File: config.mk
export PLATFORM = sky130hd
export DESIGN_NAME = mario_bg_tile_fetch
export DESIGN_NICKNAME = d
export VERILOG_FILES = /design/src/rtl/mario_bg_tile_fetch.sv
export SDC_FILE = /design/constraint.sdc
export NUM_CORES = 1
export LEC_CHECK = 0
export CAP_MARGIN = 20
export CORE_MARGIN = 8
export CORE_UTILIZATION = 48
export DETAILED_ROUTE_END_ITERATION = 10
export GPL_TIMING_DRIVEN = 0
export PLACE_DENSITY = 0.88
export REMOVE_ABC_BUFFERS = 1
export SLEW_MARGIN = 10
export SYNTH_ARGS = -nofsm -noshare
export SYNTH_HDL_FRONTEND = slang
export SYNTH_SLANG_ARGS = --single-unit
export TNS_END_PERCENT = 30
File: constraint.sdc
create_clock -name I_CLK -period 1.4 [get_ports I_CLK]
set_input_delay 0.14 -clock I_CLK [delete_from_list [all_inputs] [get_ports I_CLK]]
set_output_delay 0.14 -clock I_CLK [all_outputs]
set_load 0.01 [all_outputs]
File: src/rtl/mario_bg_tile_fetch.sv
// Background tile fetcher: walks tile map -> pattern ROM every 8 pixels and
// serialises two bitplanes into a 2-bit pixel code with matching tile and blank.
module mario_bg_tile_fetch #(
    parameter logic [4:0] COL_OFS    = 5'd0,
    parameter bit         PLANE_SWAP = 1'b0
) (
    input  logic        I_CLK,
    input  logic        I_RST,
    input  logic        I_PIX_EN,
    input  logic [7:0]  I_HPOS,
    input  logic [7:0]  I_VPOS,
    input  logic        I_H_BLANKn,
    input  logic        I_V_BLANKn,
    input  logic        I_FLIP,
    output logic [9:0]  O_VRAM_A,
    input  logic [7:0]  I_VRAM_D,
    output logic [10:0] O_ROM_A,
    input  logic [7:0]  I_ROM_D0,
    input  logic [7:0]  I_ROM_D1,
    output logic [1:0]  O_PIX,
    output logic [7:0]  O_TILE,
    output logic        O_BLANKn
);

    function automatic logic [7:0] rev8(input logic [7:0] v);
        logic [7:0] r;
        for (int i = 0; i < 8; i++) begin
            r[i] = v[7 - i];
        end
        return r;
    endfunction

    logic [9:0]  vram_a_q, vram_a_d;
    logic [10:0] rom_a_q, rom_a_d;
    logic [7:0]  code_q, code_d;
    logic [7:0]  hold0_q, hold0_d;
    logic [7:0]  hold1_q, hold1_d;
    logic [7:0]  shift0_q, shift0_d;
    logic [7:0]  shift1_q, shift1_d;
    logic [7:0]  tile_q, tile_d;
    logic [6:0]  blank_dly_q, blank_dly_d;
    logic        blank_q, blank_d;
    logic [1:0]  pix_q, pix_d;

    logic [2:0]  phase_s;
    logic [4:0]  col_s;

    assign phase_s = I_HPOS[2:0];
    assign col_s   = I_HPOS[7:3] + COL_OFS;

    // Next-state for the fetch pipeline, shifters and blank delay line.
    always_comb begin
        vram_a_d    = vram_a_q;
        rom_a_d     = rom_a_q;
        code_d      = code_q;
        hold0_d     = hold0_q;
        hold1_d     = hold1_q;
        shift0_d    = shift0_q;
        shift1_d    = shift1_q;
        tile_d      = tile_q;
        blank_dly_d = blank_dly_q;
        blank_d     = blank_q;
        if (I_PIX_EN) begin
            case (phase_s)
                3'd0: vram_a_d = {I_VPOS[7:3], col_s};
                3'd2: begin
                    code_d  = I_VRAM_D;
                    rom_a_d = {I_VRAM_D, I_VPOS[2:0]};
                end
                3'd4: begin
                    hold0_d = I_ROM_D0;
                    hold1_d = I_ROM_D1;
                end
                default: begin
                end
            endcase
            if (phase_s == 3'd7) begin
                shift0_d = I_FLIP ? rev8(hold0_q) : hold0_q;
                shift1_d = I_FLIP ? rev8(hold1_q) : hold1_q;
                tile_d   = code_q;
            end else begin
                shift0_d = {shift0_q[6:0], 1'b0};
                shift1_d = {shift1_q[6:0], 1'b0};
            end
            // Seven stages plus the output flop line blank up with the shifter MSB.
            blank_dly_d = {blank_dly_q[5:0], I_H_BLANKn & I_V_BLANKn};
            blank_d     = blank_dly_q[6];
        end else begin
            blank_d = blank_q;
        end
    end

    // Pixel output is registered from the next-state values so it tracks the shifters exactly.
    always_comb begin
        pix_d = 2'd0;
        if (blank_d) begin
            pix_d = PLANE_SWAP ? {shift0_d[7], shift1_d[7]} : {shift1_d[7], shift0_d[7]};
        end else begin
            pix_d = 2'd0;
        end
    end

    // State registers with synchronous reset taking priority over the pixel enable.
    always_ff @(posedge I_CLK) begin
        if (I_RST) begin
            vram_a_q    <= 10'd0;
            rom_a_q     <= 11'd0;
            code_q      <= 8'd0;
            hold0_q     <= 8'd0;
            hold1_q     <= 8'd0;
            shift0_q    <= 8'd0;
            shift1_q    <= 8'd0;
            tile_q      <= 8'd0;
            blank_dly_q <= 7'd0;
            blank_q     <= 1'b0;
            pix_q       <= 2'd0;
        end else begin
            vram_a_q    <= vram_a_d;
            rom_a_q     <= rom_a_d;
            code_q      <= code_d;
            hold0_q     <= hold0_d;
            hold1_q     <= hold1_d;
            shift0_q    <= shift0_d;
            shift1_q    <= shift1_d;
            tile_q      <= tile_d;
            blank_dly_q <= blank_dly_d;
            blank_q     <= blank_d;
            pix_q       <= pix_d;
        end
    end

    assign O_VRAM_A = vram_a_q;
    assign O_ROM_A  = rom_a_q;
    assign O_PIX    = pix_q;
    assign O_TILE   = tile_q;
    assign O_BLANKn = blank_q;

endmodule

Yosys cells after proc, flatten, opt, wreduce, memory -nomap -nowiden
Index checks and enable logic that the tools add are counted.
{ "op_classes": {"eq_ne": 3, "muxes": 7, "n_bitwise": 2, "n_reduce_logical": 6} }
{ "ops": {"columns": ["op", "n"], "rows": [
  ["$mux W8", 6],
  ["$reduce_and A2 Y1", 4],
  ["$eq A3 B3 Y1 const B", 2],
  ["$eq A3 B2 Y1 const B", 1],
  ["$logic_not A3 Y1", 1],
  ["$reduce_or A2 Y1", 1],
  ["$and A1 B1 Y1", 1],
  ["$mux W1", 1],
  ["$not A1 Y1", 1]
]} }
{ "word_totals": {"reg_bits": 79, "inputBits": 46, "out_inout_bits": 32, "elab_cells": 31} }

Longest topological paths before layout
{ "depth": {"word_depth": 3, "mapped_depth": 6, "depth_no_buf": 3} }

Least setup slack after synthesis
No wires, ideal clock.
{ "synth_path": {"path_type": "input port to flip-flop", "startpoint": "in I_FLIP", "endpoint": "reg shift0_q[1]", "setup_ps": 134, "arrival_ps": 1066, "required_time_ps": 1266, "setup_slack_ps": 200, "stages": 5, "n_path_buf": 2, "cell_sequence": "buf_2 buf_2 mux2_2 mux2i_1 o22ai_1"} }
{ "synth_between": {"elab_chain_cells": 2} }
{ "synth_lines": {"columns": ["element", "line", "text"], "rows": [
  ["start, declared", "14", "input logic I_FLIP,"],
  ["$mux W8", "78", "shift0_d = I_FLIP ? rev8(hold0_q) : hold0_q;"],
  ["$mux W8", "77", "if (phase_s == 3'd7) begin"],
  ["end signal, assigned", "123", "shift0_q <= shift0_d;"],
  ["end, declared", "38", "logic [7:0] shift0_q, shift0_d;"]
]} }
Every way passes these cells.
A chain may end at the register's enable or synchronous reset.

Worst setup path in the final report
{ "layout_path": {"startpoint": "reg tile_q[1], in the netlist O_TILE[1]", "endpoint": "out O_TILE[1]"} }
{ "layout_lines": {"columns": ["element", "line", "text"], "rows": [
  ["start, declared", "40", "logic [7:0] tile_q, tile_d;"],
  ["start signal, assigned", "125", "tile_q <= tile_d;"],
  ["end, declared", "21", "output logic [7:0] O_TILE,"]
]} }
No word-level cell between the ends.

==> results.py <==
metrics = {
    "outcome": {
        "status": "completed",
    },
    "routing": {
        "post-route-drc-count": 0,
        "routed_wl_um": 7060,
        "viasPerCell": 5.22,
        "ant_nets": 0,
        "firstDrtPassIters": 4,
        "wl_per_cell_um": 15.1,
        "vias": 2449,
        "detail_route.iter0.violations": 129,
    },
    "yosys": {
        "async_reset_ff_frac": 0,
        "syn_area_per_cell_um2": 8.77,
        "synth_warnings": 0,
        "seq_area_frac_synth": 0.494,
        "synth_edf_count": 0,
        "syn_area_um2": 2880,
        "ys_types": 27,
        "synth_flop_cell": "dfxtp_1",
        "ys_seq_elements": 71,
        "postSynthCellCount": 328,
    },
    "final_layout": {
        "layout_common_cells": "nand2_1, dfxtp_1, clkdlybuf4s50_1",
        "final_common_cell": "nand2_1",
        "nets": 436,
        "stdcell_count": 469,
        "area_delta_synth_final_pct": 34.3,
        "diodes": 0,
        "drive_above_1_share": 0.0990,
        "post-route-util": 0.660,
    },
    "pwr": {
        "p_leak_nw": 1.61,
        "swShare": 0.211,
        "power.switching_uw": 877,
        "total_power_mw": 4.15,
        "powerDensity_nw_per_um2": 1080,
        "ir_worst_vdd_v": 0.000729,
        "p_int_mw": 3.28,
        "clkPwrFrac": 0.421,
        "pwr-share-seq": 0.496,
        "combPwrFrac": 0.083,
    },
    "global_route": {
        "grt_pass1_vias": 2384,
        "grtUsageTotal": 0.165,
        "grt-ovfl-total": 0,
        "antenna_found_initial": 0,
        "grt_pass1_wl_um": 11500,
        "grt_max_degree": 37,
    },
    "critical_path": {
        "crit_arrival_ns": 1.22,
        "r2r_slack_ns": 0.35,
        "crit_fanout": 2,
        "setup.worst_path.end_class": "output port",
        "critPathLaunchType": "register",
        "slowest_delay_ns": 0.54,
        "path_buf_inv": 1,
        "crit_family": "buffers and inverters",
        "crit_chain": "clkdlybuf4s50_1",
        "crit_path_top_delay_cell": "clkdlybuf4s50_1",
        "crit_type": "reg -> out",
        "cp.required_ns": 1.26,
    },
    "die": {
        "rows": 28,
        "dieHeight_um": 93.4,
        "start_util": 0.492,
        "dieArea_um2": 8730,
        "die_x_um": 93.4,
        "core_um2": 5850,
        "io_pins": 78,
    },
    "timing": {
        "hold_viol": 0,
        "fmax_ghz": 0.735,
        "max_slew_margin": 0.501,
        "rsz0062_at_grt": "no",
        "finClkSkew_ns": 0.00801,
        "maxSlewViolCount": 0,
        "hold_slack_ns": 0.324,
        "setup_viol": 0,
        "min_period_ns": 1.36,
        "fin_crit_sh": 0.972,
        "worstMarginPinSlew_ns": 0.748,
    },
    "clock_tree": {
        "worstSkewPairLatency_ns": 0.34,
        "cts_setup_buffers": 0,
        "cts_sinks": 71,
        "tritoncts": "yes",
        "clock_path_buffers": 2,
        "clk_pin_slew_worst_paths_ns": 0.07,
        "cts_htree_levels": 3,
        "root_buffer": "clkbuf_8",
        "cts_buffers": 9,
    },
    "hold_path": {
        "hold_path.class": "in -> reg",
    },
    "placed_design": {
        "port_buffers": 77,
        "place.gp.congestion": 0.754,
        "hpwl_um": 4870,
        "dp_cells": 454,
    },
    "run": {
        "cap_violations": 0,
    },
}
-- flip-flops by register name (all words and copies together), names as in the netlist --
register	count
shift0_q	8
O_BLANKn	1
O_ROM_A	11
hold0_q	8
shift1_q	8
O_TILE	8
O_PIX	2
O_VRAM_A	10
hold1_q	8
blank_dly_q	7
-- worst paths after layout --
kind                              end  cells after the start                      from
max                         O_TILE[1]                      1    O_TILE[1]$_SDFFE_PP0P_
min          shift1_q[0]$_SDFFE_PP0P_                      2                     I_RST
max reg2reg       O_PIX[1]$_SDFF_PP0_                      3   hold1_q[0]$_SDFFE_PP0P_
min reg2reg  O_VRAM_A[7]$_SDFFE_PP0P_                      2  O_VRAM_A[7]$_SDFFE_PP0P_
-- stage by stage --
step                setup WS, ns  TNS (ns)  area (um^2)
finish                    0.0394         0         3860
global route             0.00186         0         3860
CTS                      0.00112         0         3830
detailed placement         -1.09    -52.01         3590
global placement           -1.73    -87.96         3580
floorplan                  0.266         0         2720
-- synth_stat cells (4+ instances only) --
library cell / instances / area [um^2]
nand2_1: 105 / 394
clkbuf_1: 11 / 41.3
a21oi_1: 50 / 250
dfxtp_1: 71 / 1420
buf_6: 5 / 56.3
mux2_2: 14 / 158
buf_4: 4 / 30.0
mux2i_1: 21 / 210
nor2_1: 8 / 30.0
o22ai_1: 12 / 75.1
buf_2: 6 / 30.0
-- worst register-to-register path, stage by stage, from the launching register on --
cell and delay (ns):
dfxtp_1 0.36, mux2i_1 0.09, a211o_1 0.34, a21oi_1 0.19
-- layout make-up --
cell class,instances,area [um^2]
well taps,75,93.8
clock inverters,3,67.6
flip-flops and latches,71,1420
repair buffers,78,815
fillers,464,1990
clock buffers,12,145
multi-input cells,228,1310
inverters,2,8.76
-- cells by family after synthesis --
kind of cell / synth area share
multiplexers: 0.128
AO/OA/AOI/OAI: 0.129
flip-flops: 0.494
AND/OR/NAND/NOR: 0.190
buffers and inverters: 0.0591
-- routing by layer --
| layer | track usage | vias up | wire length [um] |
|---|---|---|---|
| met5 | 0 | - | 0 |
| met4 | 0.0926 | 0 | 159 |
| met3 | 0.0465 | 13 | 424 |
| met2 | 0.265 | 60 | 3510 |
| met1 | 0.192 | 1147 | 2960 |
| li1 | - | 1229 | - |
-- repair_timing --
item	CTS	global route
pin swaps	0	0
hold buffers	0	0
setup endpoints to repair	69	63
gates resized for setup	17	15
-- power by group through the flow --
stage	combinational, mW	clock, mW	sequential, mW
6_report	0.344	1.75	2.06
5_1_grt	0.372	1.88	2.06
4_1_cts	0.347	1.78	2.06
3_3_place_gp	0.334	0	2.11
3_5_place_dp	0.344	0	2.11
2_1_floorplan	0.100	0	2.11
No activity file was read; power rests on OpenSTA's default activity.
